**src/rtl/pipe_adder_pkg.sv**
```systemverilog
// Shared constants and per-stage payload layout for the pipelined adder.
// Default geometry is a 16-bit adder split into four carry slices.
package pipe_adder_pkg;

  localparam int PA_WIDTH  = 16;
  localparam int PA_STAGES = 4;

  // Control fields carried by every pipeline stage.
  // cy is the carry leaving the slice this stage completed (carry-in for the
  // next slice); at the entry it is the carry into slice 0.
  typedef struct packed {
    logic vld;
    logic cy;
    logic sub;
    logic ov;
  } stage_ctl_t;

  // Full stage payload at the default width: control, skewed operands and the
  // partial sum built up one slice per stage.
  typedef struct packed {
    stage_ctl_t          ctl;
    logic [PA_WIDTH-1:0] a;
    logic [PA_WIDTH-1:0] b;
    logic [PA_WIDTH-1:0] s;
  } stage_t;

endpackage

```
**src/rtl/adder_slice.sv**
```systemverilog
// Combinational W-bit ripple slice: sum, carry out and carry into the MSB.
// Latency: 0 cycles (pure combinational).
// Backpressure: none; the enclosing pipeline stage decides when to capture.
module adder_slice #(
  parameter int W = 4
) (
  input  logic [W-1:0] a,
  input  logic [W-1:0] b,
  input  logic         cin,
  output logic [W-1:0] s,
  output logic         cout,
  output logic         cmsb
);

  logic [W:0] full;

  assign full = {1'b0, a} + {1'b0, b} + {{W{1'b0}}, cin};
  assign s    = full[W-1:0];
  assign cout = full[W];
  // The MSB sum bit is a^b^carry_in, so the carry into it falls out directly;
  // this also holds for a 1-bit slice.
  assign cmsb = a[W-1] ^ b[W-1] ^ full[W-1];

endmodule

```
**src/rtl/pipe_adder.sv**
```systemverilog
// Pipelined adder, carry chain cut into STAGES slices (optional subtract: PIPE_ADDER_SUB_EN).
// Latency: STAGES cycles from input handshake to out_valid, one result per cycle.
// Backpressure: valid/ready per stage, bubbles collapse; in_ready = stage 0 empty or advancing.
module pipe_adder
  import pipe_adder_pkg::*;
#(
  parameter int WIDTH  = PA_WIDTH,
  parameter int STAGES = PA_STAGES
) (
  input  logic             clk,
  input  logic             rst_n,
  input  logic             in_valid,
  output logic             in_ready,
  input  logic [WIDTH-1:0] a,
  input  logic [WIDTH-1:0] b,
  input  logic             cin,
`ifdef PIPE_ADDER_SUB_EN
  input  logic             sub,
`endif
  output logic             out_valid,
  input  logic             out_ready,
  output logic [WIDTH-1:0] sum,
  output logic             cout,
  output logic             ovf
);

  localparam int SW = WIDTH / STAGES;

  if (WIDTH < 4 || STAGES < 1 || (WIDTH % STAGES) != 0) begin : g_bad_cfg
    $error("pipe_adder: WIDTH must be >= 4 and a multiple of STAGES (>= 1)");
  end

  // Same layout as the package stage_t, rebuilt at this instance's WIDTH.
  typedef struct packed {
    stage_ctl_t       ctl;
    logic [WIDTH-1:0] a;
    logic [WIDTH-1:0] b;
    logic [WIDTH-1:0] s;
  } slot_t;

  slot_t             st_q  [STAGES];
  slot_t             nxt   [STAGES];
  slot_t             entry;
  logic [STAGES-1:0] rdy;
  logic              sub_i;

`ifdef PIPE_ADDER_SUB_EN
  assign sub_i = sub;
`else
  assign sub_i = 1'b0;
`endif

  // Entry payload; subtract forces carry-in to 1 and rides along as ctl.sub.
  always_comb begin
    entry         = '0;
    entry.ctl.vld = in_valid;
    entry.ctl.sub = sub_i;
    entry.ctl.cy  = sub_i ? 1'b1 : cin;
    entry.a       = a;
    entry.b       = b;
  end

  // Ready ripples back from the output: a stage can load if empty or draining.
  always_comb begin
    rdy = '0;
    rdy[STAGES-1] = !st_q[STAGES-1].ctl.vld || out_ready;
    for (int k = STAGES - 2; k >= 0; k--) begin
      rdy[k] = !st_q[k].ctl.vld || rdy[k+1];
    end
  end

  for (genvar k = 0; k < STAGES; k++) begin : g_stage
    slot_t          in_s;
    slot_t          nx;
    logic [SW-1:0]  sl_b;
    logic [SW-1:0]  sl_s;
    logic           sl_c;
    logic           sl_m;

    if (k == 0) begin : g_first
      assign in_s = entry;
    end else begin : g_next
      assign in_s = st_q[k-1];
    end

    // Subtract inverts B slice-by-slice using the sub bit travelling with it.
    assign sl_b = in_s.b[k*SW +: SW] ^ {SW{in_s.ctl.sub}};

    adder_slice #(.W(SW)) u_slice (
      .a    (in_s.a[k*SW +: SW]),
      .b    (sl_b),
      .cin  (in_s.ctl.cy),
      .s    (sl_s),
      .cout (sl_c),
      .cmsb (sl_m)
    );

    // Drop this slice's sum bits into the travelling partial sum.
    always_comb begin
      nx                 = in_s;
      nx.s[k*SW +: SW]   = sl_s;
      nx.ctl.cy          = sl_c;
      nx.ctl.ov          = sl_c ^ sl_m;
    end

    assign nxt[k] = nx;
  end

  // Stage registers: payload only captured for valid data, so a held or
  // drained output keeps its last value.
  always_ff @(posedge clk or negedge rst_n) begin
    if (!rst_n) begin
      for (int k = 0; k < STAGES; k++) st_q[k] <= '0;
    end else begin
      for (int k = 0; k < STAGES; k++) begin
        if (rdy[k]) begin
          if (nxt[k].ctl.vld) st_q[k] <= nxt[k];
          else                st_q[k].ctl.vld <= 1'b0;
        end
      end
    end
  end

  assign in_ready  = rdy[0];
  assign out_valid = st_q[STAGES-1].ctl.vld;
  assign sum       = st_q[STAGES-1].s;
  assign cout      = st_q[STAGES-1].ctl.cy;
  assign ovf       = st_q[STAGES-1].ctl.ov;

endmodule

```
**config.mk**
```make
export PLATFORM = sky130hd
export DESIGN_NAME = pipe_adder
export DESIGN_NICKNAME = d
export VERILOG_FILES = /design/src/rtl/pipe_adder_pkg.sv /design/src/rtl/adder_slice.sv /design/src/rtl/pipe_adder.sv
export SDC_FILE = /design/constraint.sdc
export NUM_CORES = 1
export LEC_CHECK = 0
export ABC_AREA = 1
export BUFFER_PORTS_ARGS = -buffer_cell sky130_fd_sc_hd__buf_2
export CAP_MARGIN = 40
export CORE_AREA = 4 4 85 167
export CTS_CLUSTER_DIAMETER = 60
export DETAILED_ROUTE_END_ITERATION = 8
export DIE_AREA = 0 0 89 171
export PLACE_DENSITY = 0.64
export SETUP_SLACK_MARGIN = 0.3
export SKIP_LAST_GASP = 1
export SYNTH_ARGS = -nofsm -noshare
export SYNTH_HDL_FRONTEND = slang
export SYNTH_HIERARCHICAL = 1
export SYNTH_SLANG_ARGS = --single-unit
```
**constraint.sdc**
```tcl
create_clock -name clk -period 3.95 [get_ports clk]
set_input_delay 0.79 -clock clk [delete_from_list [all_inputs] [get_ports clk]]
set_output_delay 0.79 -clock clk [all_outputs]
set_load 0.005 [all_outputs]
```
==> flow_summary.toml, run 1 <==
[global_routing]
antenna_found_initial = 0
grt_usage_pct = 12.7
first_global_vias = 3368
grt_max_degree = 61
grt_first_pass_wirelength_um = 15400
grt.overflow.total = 0

[route]
drc_errors = 0
drtPass1Iterations = 4
ant_nets = 0
route.vias.total = 3357
routed_wl_um = 8830
vias_per_cell = 4.66
drt_iter0_drc = 161
wl_per_cell_um = 12.2

[final_layout]
multi_input_area_um2 = 1780
nets = 621
design_area_um2 = 5200
drive_gt1_share_pct = 14.6
fillers = 1278
syn_to_final_growth_pct = 17.1
seqCellArea_um2 = 2430
stdcell_count = 721
antenna_cells = 0
post-route-util_pct = 40.2

[clock_tree]
clkTransAtPathRegs_ps = 60
cts_resized = 0
clock_sinks = 97
cts_buffers = 9
htree_levels = 3
cts_root_buf = "clkbuf_16"
post_cts.repair.setup_buffers = 0
cts_tree = "yes"
insertion_delay_ps = 340
cts_hold_buf = 0
clk_path_buf_depth = 2

[place]
dpl.hpwl_um = 6820
gp_congestion = 0.818
place_area_um2 = 4850
dp_cells = 705
io_buffers = 56

[sta]
finalCritPeriodShare_pct = 65.1
rsz0062_at_grt = "false"
setup_viol = 0
hold_ws_ps = 393
hold_viol = 0
fin_tns_setup_ps = 0
fmax_mhz = 389
layout_min_cycle_time_ps = 2570
fin_worst_skew_ps = 7.22
slew_headroom_pct = 42.4
tightest_slew_ps = 863
slew_violations = 0

[synth]
ys_warn_count = 6
synthCells = 517
synthesis.area_um2 = 4440
synth_area_per_cell_um2 = 8.58
syn-num-nets = 574

[setup_path]
setup.worst_path.class = "in2out"
r2r_cells = 5
critPathArrivalTime_ps = 1780
required_ps = 3160
r2r-start = "g_stage[2].in_s[51]$_DFFE_PN0P_"
end_kind = "output port"
rrSetupSlack_ps = 1840
r2r-end = "g_stage[1].in_s[31]$_DFFE_PN0P_"
crit_fanout = 11
worstSetupStartpointType = "input pin"

[floorplan]
die_w_um = 89
placementRows = 59
dieHeight_um = 171
pin_count = 57
initial_core_util_pct = 34.3
die_area_um2 = 15200
core_um2 = 12900

[job]
cap_violations = 0

[power_and_ir_drop]
ir_drop_mv = 0.302
power.density_nw_per_um2 = 710
p_leak_nw = 2.86

[status]
status = "finished clean"

[min_path]
hold_path_class = "in2async"
-- layout by cell type, fill, tap and decap left out --
master,instances
nand3_2,1
clkbuf_16,9
nand4_1,1
nand2_2,1
nand3_1,87
clkinv_2,1
o21ai_0,6
nor2_1,4
ha_1,12
buf_4,5
clkinvlp_4,2
nor2_4,2
a21oi_1,8
fa_1,8
inv_2,2
nand2_1,229
buf_16,1
buf_2,55
bufinv_16,3
dfrtp_1,97
inv_1,29
xnor2_1,5
clkinv_4,1
-- state kept, by name (all words and copies together) (netlist names) --
name / count
cout: 1
g_stage.in_s: 78
out_valid: 1
ovf: 1
sum: 16
-- routing by layer --
layer  track usage, %  vias up  share of wire, %
met5                0        -                 0
met3             2.31       11               4.2
met2             22.9       61                56
met1             14.5     1565                38
met4             5.12        0               2.0
li1                 -     1720                 -
-- cell type report --
class / instances / share of cell area, %
Clock buffer: 9 / 4.33
Tap cell: 152 / 3.66
Multi-Input combinational cell: 364 / 34.2
Timing Repair Buffer: 61 / 6.55
Inverter: 31 / 2.24
Sequential cell: 97 / 46.7
Clock inverter: 7 / 2.29
-- worst max-delay path, stage by stage --
cell     delay [ps]
buf_2           120
nor2_4          180
nand4_1         400
buf_2           290
-- worst max path at each step --
stage | depth (start not counted) | slack [ps] | endpoint | start
2_1_floorplan | 3 | 1840 | in_ready | out_ready
3_3_place_gp | 6 | 1390 | g_stage[1].in_s[25]$_DFFE_PN0P_ | out_ready
3_5_place_dp | 6 | 1310 | g_stage[1].in_s[31]$_DFFE_PN0P_ | out_ready
4_1_cts | 4 | 1380 | in_ready | out_ready
5_1_grt | 4 | 1270 | in_ready | out_ready
6_report | 4 | 1380 | in_ready | out_ready
-- where the power goes --
part | switching, mW | internal [mW]
clock network | 0.358 | 0.618
registers | 0.204 | 1.34
logic | 0.713 | 0.460
-- per-stage QoR --
step,total power [mW],setup slack (ps)
CTS,3.75,1380
floorplan,2.40,1840
global placement,2.69,1390
finish,3.69,1380
global route,4.01,1270
detailed placement,2.76,1310
Power figures use the tool's default switching activity.
==> run 2: changes to the inputs <==
--- a/config.mk
+++ b/config.mk
@@ -12,7 +12,7 @@
 export CTS_CLUSTER_DIAMETER = 60
 export DETAILED_ROUTE_END_ITERATION = 8
 export DIE_AREA = 0 0 89 171
-export PLACE_DENSITY = 0.64
+export PLACE_DENSITY = 0.66
 export SETUP_SLACK_MARGIN = 0.3
 export SKIP_LAST_GASP = 1
 export SYNTH_ARGS = -nofsm -noshare
==> constraint.sdc (replaced) <==
create_clock -name clk -period 2.28 [get_ports clk]
set_input_delay 0.456 -clock clk [delete_from_list [all_inputs] [get_ports clk]]
set_output_delay 0.456 -clock clk [all_outputs]
set_load 0.005 [all_outputs]
==> run 2 against run 1 <==
- worst hold slack worse by 380 ps
- power up 71%
- global-route usage is 0.28 points higher
- sequential power rose by 75%
- wire length up 0.54%
- via count up 2.3%
- count of clock-buffer cells in the layout is the same
- flip-flop and latch count did not move
- clock skew decreased by 3.0 ps
- die area unchanged
- critical path depth unchanged
- cell count increased by 0.69%
- largest cell class unchanged
- largest power group unchanged
- highest routed layer unchanged
==> flow_summary.toml, run 2 (same netlist as run 1, synthesis figures left out) <==
[status]
status = "finished clean"

[power_and_ir_drop]
power.density_nw_per_um2 = 1210
finalPower_mw = 6.32
ir_drop_mv = 0.563
p_leak_nw = 2.87

[global_routing]
grt_first_pass_wirelength_um = 15800
grt.overflow.total = 0
grt_max_degree = 51
antenna_found_initial = 0
first_global_vias = 3602
grt_usage_pct = 13.0

[sta]
slew_headroom_pct = 55.5
fin_tns_setup_ps = 0
fmax_mhz = 561
rsz0062_at_grt = "false"
hold_viol = 0
tightest_slew_ps = 667
finalCritPeriodShare_pct = 78.1
setup_viol = 0
layout_min_cycle_time_ps = 1780
fin_worst_skew_ps = 4.18
hold_ws_ps = 15.4
slew_violations = 0

[floorplan]
die_w_um = 89
initial_core_util_pct = 34.3
die_area_um2 = 15200
core_um2 = 12900
placementRows = 59
pin_count = 57
dieHeight_um = 171

[place]
gp_congestion = 0.814
place_area_um2 = 4890
io_buffers = 56
dpl.hpwl_um = 6850

[clock_tree]
clkTransAtPathRegs_ps = 60
insertion_delay_ps = 340
cts_tree = "yes"
clock_sinks = 97
cts_hold_buf = 0
htree_levels = 3
cts_root_buf = "clkbuf_16"
cts_buffers = 9
cts_resized = 0
post_cts.repair.setup_buffers = 0
clk_path_buf_depth = 2

[route]
ant_nets = 0
drc_errors = 0
wl_per_cell_um = 12.2
drt_iter0_drc = 128
route.vias.total = 3433
drtPass1Iterations = 4
vias_per_cell = 4.73
routed_wl_um = 8880

[setup_path]
critPathArrivalTime_ps = 1330
worstSetupStartpointType = "register"
cpPeakStageDelay_ps = 340
cp_top_family = "simple AND/OR/NAND/NOR gates"
required_ps = 1820
setup.worst_path.class = "reg2out"
worst-path-buf-inv = 2
crit_fanout = 4
critPathSlowestCell = "dfrtp_1"
end_kind = "output port"
crit_chain = "inv_1, nor2_4, nand4_1, buf_2"

[final_layout]
nets = 627
mostFrequentLayoutCell = "nand2_1"
final_cell_mix = "229 x nand2_1, 96 x dfrtp_1, 87 x nand3_1"
fillers = 1292
design_area_um2 = 5200
antenna_cells = 0
drive_gt1_share_pct = 15.5
syn_to_final_growth_pct = 17.2
largest_reg_flops = 78

[job]
cap_violations = 0

[min_path]
hold_path_class = "in2async"
[run 2: changes by cell type in the layout (fill, tap and decap cells not counted)]
| cell | delta |
|---|---|
| buf_12 | +1 |
| dfrtp_1 | -1 |
| buf_16 | -1 |
| clkinv_2 | +2 |
| bufinv_16 | -1 |
| buf_4 | +6 |
| dfrtp_2 | +1 |
| clkinvlp_4 | -2 |
[run 2: worst paths after layout]
kind                                                 startpoint                         endpoint  slack [ps]  cells past startpoint
min in group clk                                           a[5]  g_stage[1].in_s[37]$_DFFE_PN0P_         350                      3
max in group asynchronous                                 rst_n  g_stage[1].in_s[39]$_DFFE_PN0P_        1650                      2
worst max register to register  g_stage[3].in_s[28]$_DFFE_PN0P_                  ovf$_DFFE_PN0P_         540                      6
worst min-delay path                                      rst_n               sum[7]$_DFFE_PN0P_          20                      1
worst min register to register              sum[11]$_DFFE_PN0P_              sum[11]$_DFFE_PN0P_         470                      2
worst max-delay path                      out_valid$_DFFE_PN0P_                         in_ready         500                      4
[run 2: final cells by class]
cell class                 count  area, um^2  area share [%]
inverter                      31         116            2.24
timing repair buffer          67         378            7.26
multi-input combinational    364        1780            34.2
tap                          152         190            3.66
clock inverter                 6        83.8            1.61
clock buffer                   9         225            4.33
sequential                    97        2430            46.7
[run 2: report_power, final]
group / internal (mW) / switching (mW) / total, mW
Combinational: 0.830 / 1.23 / 2.06
Sequential: 2.32 / 0.376 / 2.70
Clock: 0.950 / 0.605 / 1.56
[run 2: per-stage QoR]
step           setup slack, ps  instances  utilization (%)
3_5_place_dp               473        711             37.9
4_1_cts                    408        726             40.3
3_3_place_gp               512        711             37.9
5_1_grt                    412        726             40.3
6_report                   498        726             40.3
2_1_floorplan              658        517                -
[run 2: worst reg2reg max path, delay by kind of cell (launching register included)]
kind	cells	cell delay, ps
compound gates	2	370
fa+ha+maj	2	640
buf+inv	1	80
flops	1	380
xor+xnor	1	150
[run 2: metal layers]
metal	global-route usage (%)	routed length, um	vias to the layer above
met5	0	0	-
met4	6.29	297	0
met3	2.12	311	22
met2	23.8	4780	68
met1	14.0	3500	1606
li1	-	-	1737
